$ cat src/rtl/srl_fifo_ctrl_pkg.sv
`default_nettype none
// ============================================================================
//  Module      : srl_fifo_ctrl_pkg
//  Description : Shared constants and sizing helpers for the shift-register
//                FIFO. These are the FIFO depth, the occupancy counter width,
//                the default almost-full level and the registered flag bundle.
//  Revision    : 1.0 - initial release
// ============================================================================
package srl_fifo_ctrl_pkg;

    // The largest supported depth. One addressable shift primitive holds 32 bits.
    localparam int unsigned SRL_MAX_DEPTH_LOG2 = 5;
    localparam int unsigned SRL_MAX_DEPTH      = 32;

    // Number of entries for a given log2 depth.
    function automatic int unsigned fifo_depth(input int unsigned depth_log2);
        return 32'd1 << depth_log2;
    endfunction

    // The occupancy counter must represent 0..DEPTH inclusive, so it needs one bit more.
    function automatic int unsigned count_width(input int unsigned depth_log2);
        return depth_log2 + 32'd1;
    endfunction

    // Default almost-full level, which leaves four free slots. Very shallow
    // FIFOs have no room for that margin, so for them the level is clamped to full.
    function automatic int unsigned afull_default(input int unsigned depth_log2);
        int unsigned depth;
        depth = fifo_depth(depth_log2);
        return (depth > 32'd4) ? (depth - 32'd4) : depth;
    endfunction

    // Handshake and status flags. All of them are registered.
    typedef struct packed {
        logic in_ready;
        logic out_valid;
        logic almost_full;
    } fifo_flags_t;

endpackage : srl_fifo_ctrl_pkg
`default_nettype wire

$ cat src/rtl/srl_shift_array.sv
`default_nettype none
// ============================================================================
//  Module      : srl_shift_array
//  Description : WIDTH independent bit lanes. Each lane is a DEPTH-deep shift
//                register. All lanes share one shift enable and one read
//                address. There is no reset, so each lane maps onto a single
//                addressable shift-register primitive.
//  Ports       : clk       - rising-edge clock
//                shift_en  - shift every lane up one index and load shift_in
//                            at index 0
//                shift_in  - word written at index 0 on a shift
//                rd_addr   - index that is read, common to all lanes
//                rd_data   - combinational read of index rd_addr
//  Revision    : 1.0 - initial release
// ============================================================================
module srl_shift_array
    import srl_fifo_ctrl_pkg::*;
#(
    parameter int WIDTH      = 8,
    parameter int DEPTH_LOG2 = 5
) (
    input  logic                  clk,
    input  logic                  shift_en,
    input  logic [WIDTH-1:0]      shift_in,
    input  logic [DEPTH_LOG2-1:0] rd_addr,
    output logic [WIDTH-1:0]      rd_data
);

    localparam int DEPTH = int'(fifo_depth(DEPTH_LOG2));

    generate
        for (genvar b = 0; b < WIDTH; b++) begin : g_lane
            logic [DEPTH-1:0] lane_q;
            logic [DEPTH-1:0] lane_d;

            always_comb begin
                lane_d = lane_q;
                if (shift_en) begin
                    lane_d = {lane_q[DEPTH-2:0], shift_in[b]};
                end
            end

            // The contents are not reset. After reset, the reset occupancy
            // count guarantees that no stale entry is ever presented.
            always_ff @(posedge clk) begin
                lane_q <= lane_d;
            end

            assign rd_data[b] = lane_q[rd_addr];
        end
    endgenerate

endmodule : srl_shift_array
`default_nettype wire

$ cat src/rtl/srl_fifo_ctrl.sv
`default_nettype none
// ============================================================================
//  Module      : srl_fifo_ctrl
//  Description : First-word-fall-through FIFO built on an addressable shift
//                register store. A push shifts the store. The oldest entry
//                sits at index count-1 and is read combinationally. All
//                handshake and status flags are registered from the
//                next-state occupancy.
//  Ports       : clk         - rising-edge clock
//                rst_n       - asynchronous active-low reset
//                in_data     - write data
//                in_valid    - producer offers in_data
//                in_ready    - FIFO accepts; push = in_valid & in_ready
//                out_data    - oldest entry (meaningful while out_valid)
//                out_valid   - FIFO is non-empty
//                out_ready   - consumer takes; pop = out_valid & out_ready
//                count       - current occupancy, 0..2**DEPTH_LOG2
//                almost_full - count >= AFULL_LEVEL
//  Revision    : 1.0 - initial release
// ============================================================================
module srl_fifo_ctrl
    import srl_fifo_ctrl_pkg::*;
#(
    parameter int WIDTH       = 8,
    parameter int DEPTH_LOG2  = 5,
    parameter int AFULL_LEVEL = int'(afull_default(DEPTH_LOG2))
) (
    input  logic                    clk,
    input  logic                    rst_n,
    input  logic [WIDTH-1:0]        in_data,
    input  logic                    in_valid,
    output logic                    in_ready,
    output logic [WIDTH-1:0]        out_data,
    output logic                    out_valid,
    input  logic                    out_ready,
    output logic [DEPTH_LOG2:0]     count,
    output logic                    almost_full
);

    localparam int DEPTH = int'(fifo_depth(DEPTH_LOG2));
    localparam int CW    = int'(count_width(DEPTH_LOG2));

    logic [CW-1:0]         count_q;
    logic [CW-1:0]         count_d;
    fifo_flags_t           flags_q;
    fifo_flags_t           flags_d;
    logic                  push;
    logic                  pop;
    logic [DEPTH_LOG2-1:0] rd_addr;

    // The handshakes are qualified only by registered flags. Because of this,
    // the count can never wrap, and no flag has a combinational path from
    // in_valid or out_ready.
    assign push = in_valid  & flags_q.in_ready;
    assign pop  = out_valid & out_ready;

    always_comb begin
        count_d = count_q;
        unique case ({push, pop})
            2'b10:   count_d = count_q + CW'(1);
            2'b01:   count_d = count_q - CW'(1);
            default: count_d = count_q;  // idle, or push+pop: occupancy holds
        endcase
    end

    // Each flag is computed from the next occupancy, so the registered value
    // is exact in the cycle where the new count becomes visible.
    always_comb begin
        flags_d             = '0;
        flags_d.in_ready    = (count_d != CW'(DEPTH));
        flags_d.out_valid   = (count_d != '0);
        flags_d.almost_full = (count_d >= CW'(AFULL_LEVEL));
    end

    // During reset, in_ready is held at 0. It rises on the first edge after
    // release, because the next-state count is then 0.
    always_ff @(posedge clk or negedge rst_n) begin
        if (!rst_n) begin
            count_q <= '0;
            flags_q <= '0;
        end else begin
            count_q <= count_d;
            flags_q <= flags_d;
        end
    end

    // The oldest entry is at index count-1. When the FIFO is empty, the
    // address is parked at 0. On a simultaneous push and pop, the shift moves
    // the next-oldest entry into the same address.
    always_comb begin
        rd_addr = '0;
        if (count_q != '0) begin
            rd_addr = DEPTH_LOG2'(count_q - CW'(1));
        end
    end

    srl_shift_array #(
        .WIDTH      (WIDTH),
        .DEPTH_LOG2 (DEPTH_LOG2)
    ) u_store (
        .clk      (clk),
        .shift_en (push),
        .shift_in (in_data),
        .rd_addr  (rd_addr),
        .rd_data  (out_data)
    );

    assign in_ready    = flags_q.in_ready;
    assign out_valid   = flags_q.out_valid;
    assign almost_full = flags_q.almost_full;
    assign count       = count_q;

endmodule : srl_fifo_ctrl
`default_nettype wire
$ cat config.mk
export PLATFORM = sky130hd
export DESIGN_NAME = srl_fifo_ctrl
export DESIGN_NICKNAME = d
export VERILOG_FILES = /design/src/rtl/srl_fifo_ctrl_pkg.sv /design/src/rtl/srl_shift_array.sv /design/src/rtl/srl_fifo_ctrl.sv
export SDC_FILE = /design/constraint.sdc
export NUM_CORES = 1
export LEC_CHECK = 0
export CAP_MARGIN = 10
export CORE_MARGIN = 3
export CORE_UTILIZATION = 64
export CTS_BUF_LIST = sky130_fd_sc_hd__clkbuf_2 sky130_fd_sc_hd__clkbuf_4 sky130_fd_sc_hd__clkbuf_8
export CTS_CLUSTER_SIZE = 20
export DETAILED_ROUTE_END_ITERATION = 8
export PLACE_DENSITY = 0.94
export SYNTH_ARGS = -nofsm -noshare
export SYNTH_HDL_FRONTEND = slang
export SYNTH_SLANG_ARGS = --single-unit
$ cat constraint.sdc
create_clock -name clk -period 7.6 [get_ports clk]
set_input_delay 1.52 -clock clk [delete_from_list [all_inputs] [get_ports clk]]
set_output_delay 1.52 -clock clk [all_outputs]
set_load 0.01 [all_outputs]
==> results by group <==
Outcome
  • Status: complete, no violations

Synth
  • Area share of the largest cell type after synthesis: 69.9%
  • Synth Area per Inst: 15.9 um^2
  • Synth async-reset ratio: 3.40%
  • Syn Inst Count: 693
  • Sequential area share after synthesis: 72.0%
  • Cell Area, Synth: 11000 um^2
  • Largest cells by area after synthesis: edfxtp_1, mux2i_1, nand2_1, dfrtp_1, mux4_2
  • Synthesized Nets: 709
  • Most common cell in the netlist: edfxtp_1
  • Ys Warns: 0
  • Synth area leader: edfxtp_1
  • Post-synth top cells: edfxtp_1, nand2_1, mux2i_1
  • Post-synth EDFFs: 256
  • Prevailing post-synth register cell: edfxtp_1
  • FF+latch count, synth: 265
  • Distinct cells, synth: 71

Placement
  • Post-detail-place hpwl: 14800 um
  • Gpl congestion: 0.856
  • PortBufs: 28
  • Dpl cell area: 11400 um^2
  • Placed insts: 911

CTS
  • Setup bufs post-CTS: 0
  • TritonCTS clock tree: done
  • H-tree Lvls: 2
  • Clock root buffer: clkbuf_8
  • Hold_buf cts: 0
  • CTS sink cnt: 265
  • Inserted Clock Buffers: 42
  • Clk Latency, worst-skew pair: 0.53 ns
  • CTS clk-pin slew, worst paths: 0.06 ns
  • PostCTS Resize Cnt: 0
  • Longest Clk Path Bufs: 3

Final layout
  • Post-Layout Cell Count: 986
  • Antenna cells: 0
  • Share of cells above drive strength 1: 14.2%
  • Fin nets: 751
  • Layout area overhead: 11.3%
  • Final instance area: 12200 um^2
  • Utilization after layout: 73.3%

STA
  • Setup TNS: 0 ns
  • Clk_skew: 0.0137 ns
  • Final slew viol count: 0
  • Highest Clock Rate: 0.154 GHz
  • RSZ-0062 raised after global routing: no
  • Actual slew at the worst max-slew pin: 1.23 ns
  • Min Tclk post-route: 6.48 ns
  • Slew HR: 18.2%
  • Fin. Hold Viols: 0
  • Final Cycle Share: 85.3%
  • Final setup viols: 0

Power and ir drop
  • Pwr dens: 487 nW/um^2
  • Peak supply drop: 0.000473 V
  • Pleak: 4.13 nW
  • PnR Total Power: 5.95 mW

Setup path
  • Worst Setup Start Kind: register
  • Crit path DAT: 4.96 ns
  • CP Data Required Time: 6.08 ns
  • CP Class: register to primary output
  • Crit path max fanout: 14
  • Crit path capture type: primary output

Flow run
  • Max Cap Viol: 0

Routing
  • Vias: 7068
  • WL/cell: 25.7 um
  • Initial DRC Count: 1081
  • Post-route ant nets: 0
  • # DRC: 0
  • Pre-Repair DR Iteration Count: 5
  • Via density: 7.17
  • Routed WL: 25300 um

Floorplanning
  • FP Rows: 47
  • Initial core utilization: 65.8%
  • Die height: 137 um
  • IO Pins: 29
  • Core area: 16700 um^2
  • Die Wd: 137 um
  • Die ar.: 18800 um^2

Global routing
  • Largest net degree at the start of global routing: 102
  • Vias in the first global route: 7073
  • First-pass GRT wire length: 39800 um
  • Global route total overflow: 0
  • GR Util All Layers: 28.3%
  • Initial antenna violation count: 0

Worst hold path
  • Worst hold path type: register to register
[flip-flops by register name (all words and copies together) (netlist names)]
register and cells:
in_ready 1, u_store.g_lane.lane_q 256, out_valid 1, count 6
almost_full 1
[logic make-up after synthesis]
group / Yosys count / share of synthesized area [%]
multiplexers: 62 / 7.56
XOR/XNOR: 1 / 0.148
AO/OA/AOI/OAI: 149 / 10.8
adder cells (fa/ha/maj): 4 / 0.455
flip-flops: 265 / 72.0
AND/OR/NAND/NOR: 159 / 6.70
buffers and inverters: 53 / 2.40
[path summary, 6_finish.rpt]
kind                                              start                      endpoint  slack (ns)  cells after the start
min                        u_store.g_lane[0].lane_q[14]  u_store.g_lane[0].lane_q[15]        0.44                      0
max in group asynchronous                         rst_n                      count[0]        6.02                      1
min reg2reg                u_store.g_lane[0].lane_q[14]  u_store.g_lane[0].lane_q[15]        0.44                      0
max reg2reg                                    count[0]                      in_ready        4.62                      8
min in group asynchronous                         rst_n                      count[4]        1.28                      1
max                                            count[0]                   out_data[6]        1.12                     10
[power breakdown]
part	leakage (nW)	internal, mW	switching [mW]
combinational	1.09	0.990	1.64
clock	0.424	0.624	0.543
sequential	2.61	1.97	0.193
total	4.13	3.58	2.37
[through the flow]
stage                     setup WS (ns)  hold WS [ns]
after floorplan                   0.410         0.417
after global placement             1.89         0.422
after detailed placement           1.81         0.432
after CTS                          1.19         0.437
after global routing              0.941         0.448
final                              1.12         0.441
[worst max-delay path: stages, from the launching register on]
cell and delay (ns):
dfrtp_2 0.40, inv_1 0.44, ha_1 0.51, nor3b_2 0.58, mux2i_1 0.16, buf_4 0.24, nor2_1 0.73, o221ai_1 0.34
o211ai_1 0.44, a41oi_2 0.07, clkdlybuf4s50_1 0.51
[metal layers]
| metal | global-route usage [%] | wire, um |
|---|---|---|
| met4 | 13.0 | 1010 |
| met2 | 44.3 | 12300 |
| met3 | 6.40 | 2840 |
| met1 | 38.3 | 9170 |
| met5 | 0 | 0 |
[final cells by class]
| class | count | area (um^2) |
|---|---|---|
| Clock inverter | 21 | 113 |
| Inverter | 11 | 45.0 |
| Tap cell | 220 | 275 |
| Fill cell | 924 | 4470 |
| Clock buffer | 54 | 687 |
| Multi-Input combinational cell | 375 | 2830 |
| Timing Repair Buffer | 40 | 370 |
| Sequential cell | 265 | 7910 |
[cell usage in the layout (no fill, tap or decap), drive strengths merged, types with 10 or more instances in the layout]
master         instances
nor3                  10
mux4                  15
o211ai                15
clkdlybuf4s50         28
nor2                  33
buf                   12
a21oi                 13
nand3                 25
a211oi                16
nand2                 65
clkinv                20
inv                   10
edfxtp               256
mux2i                 44
clkbuf                54
o21ai                 28
o2111ai               13
Note: power is estimated with default switching activity, not from simulation.
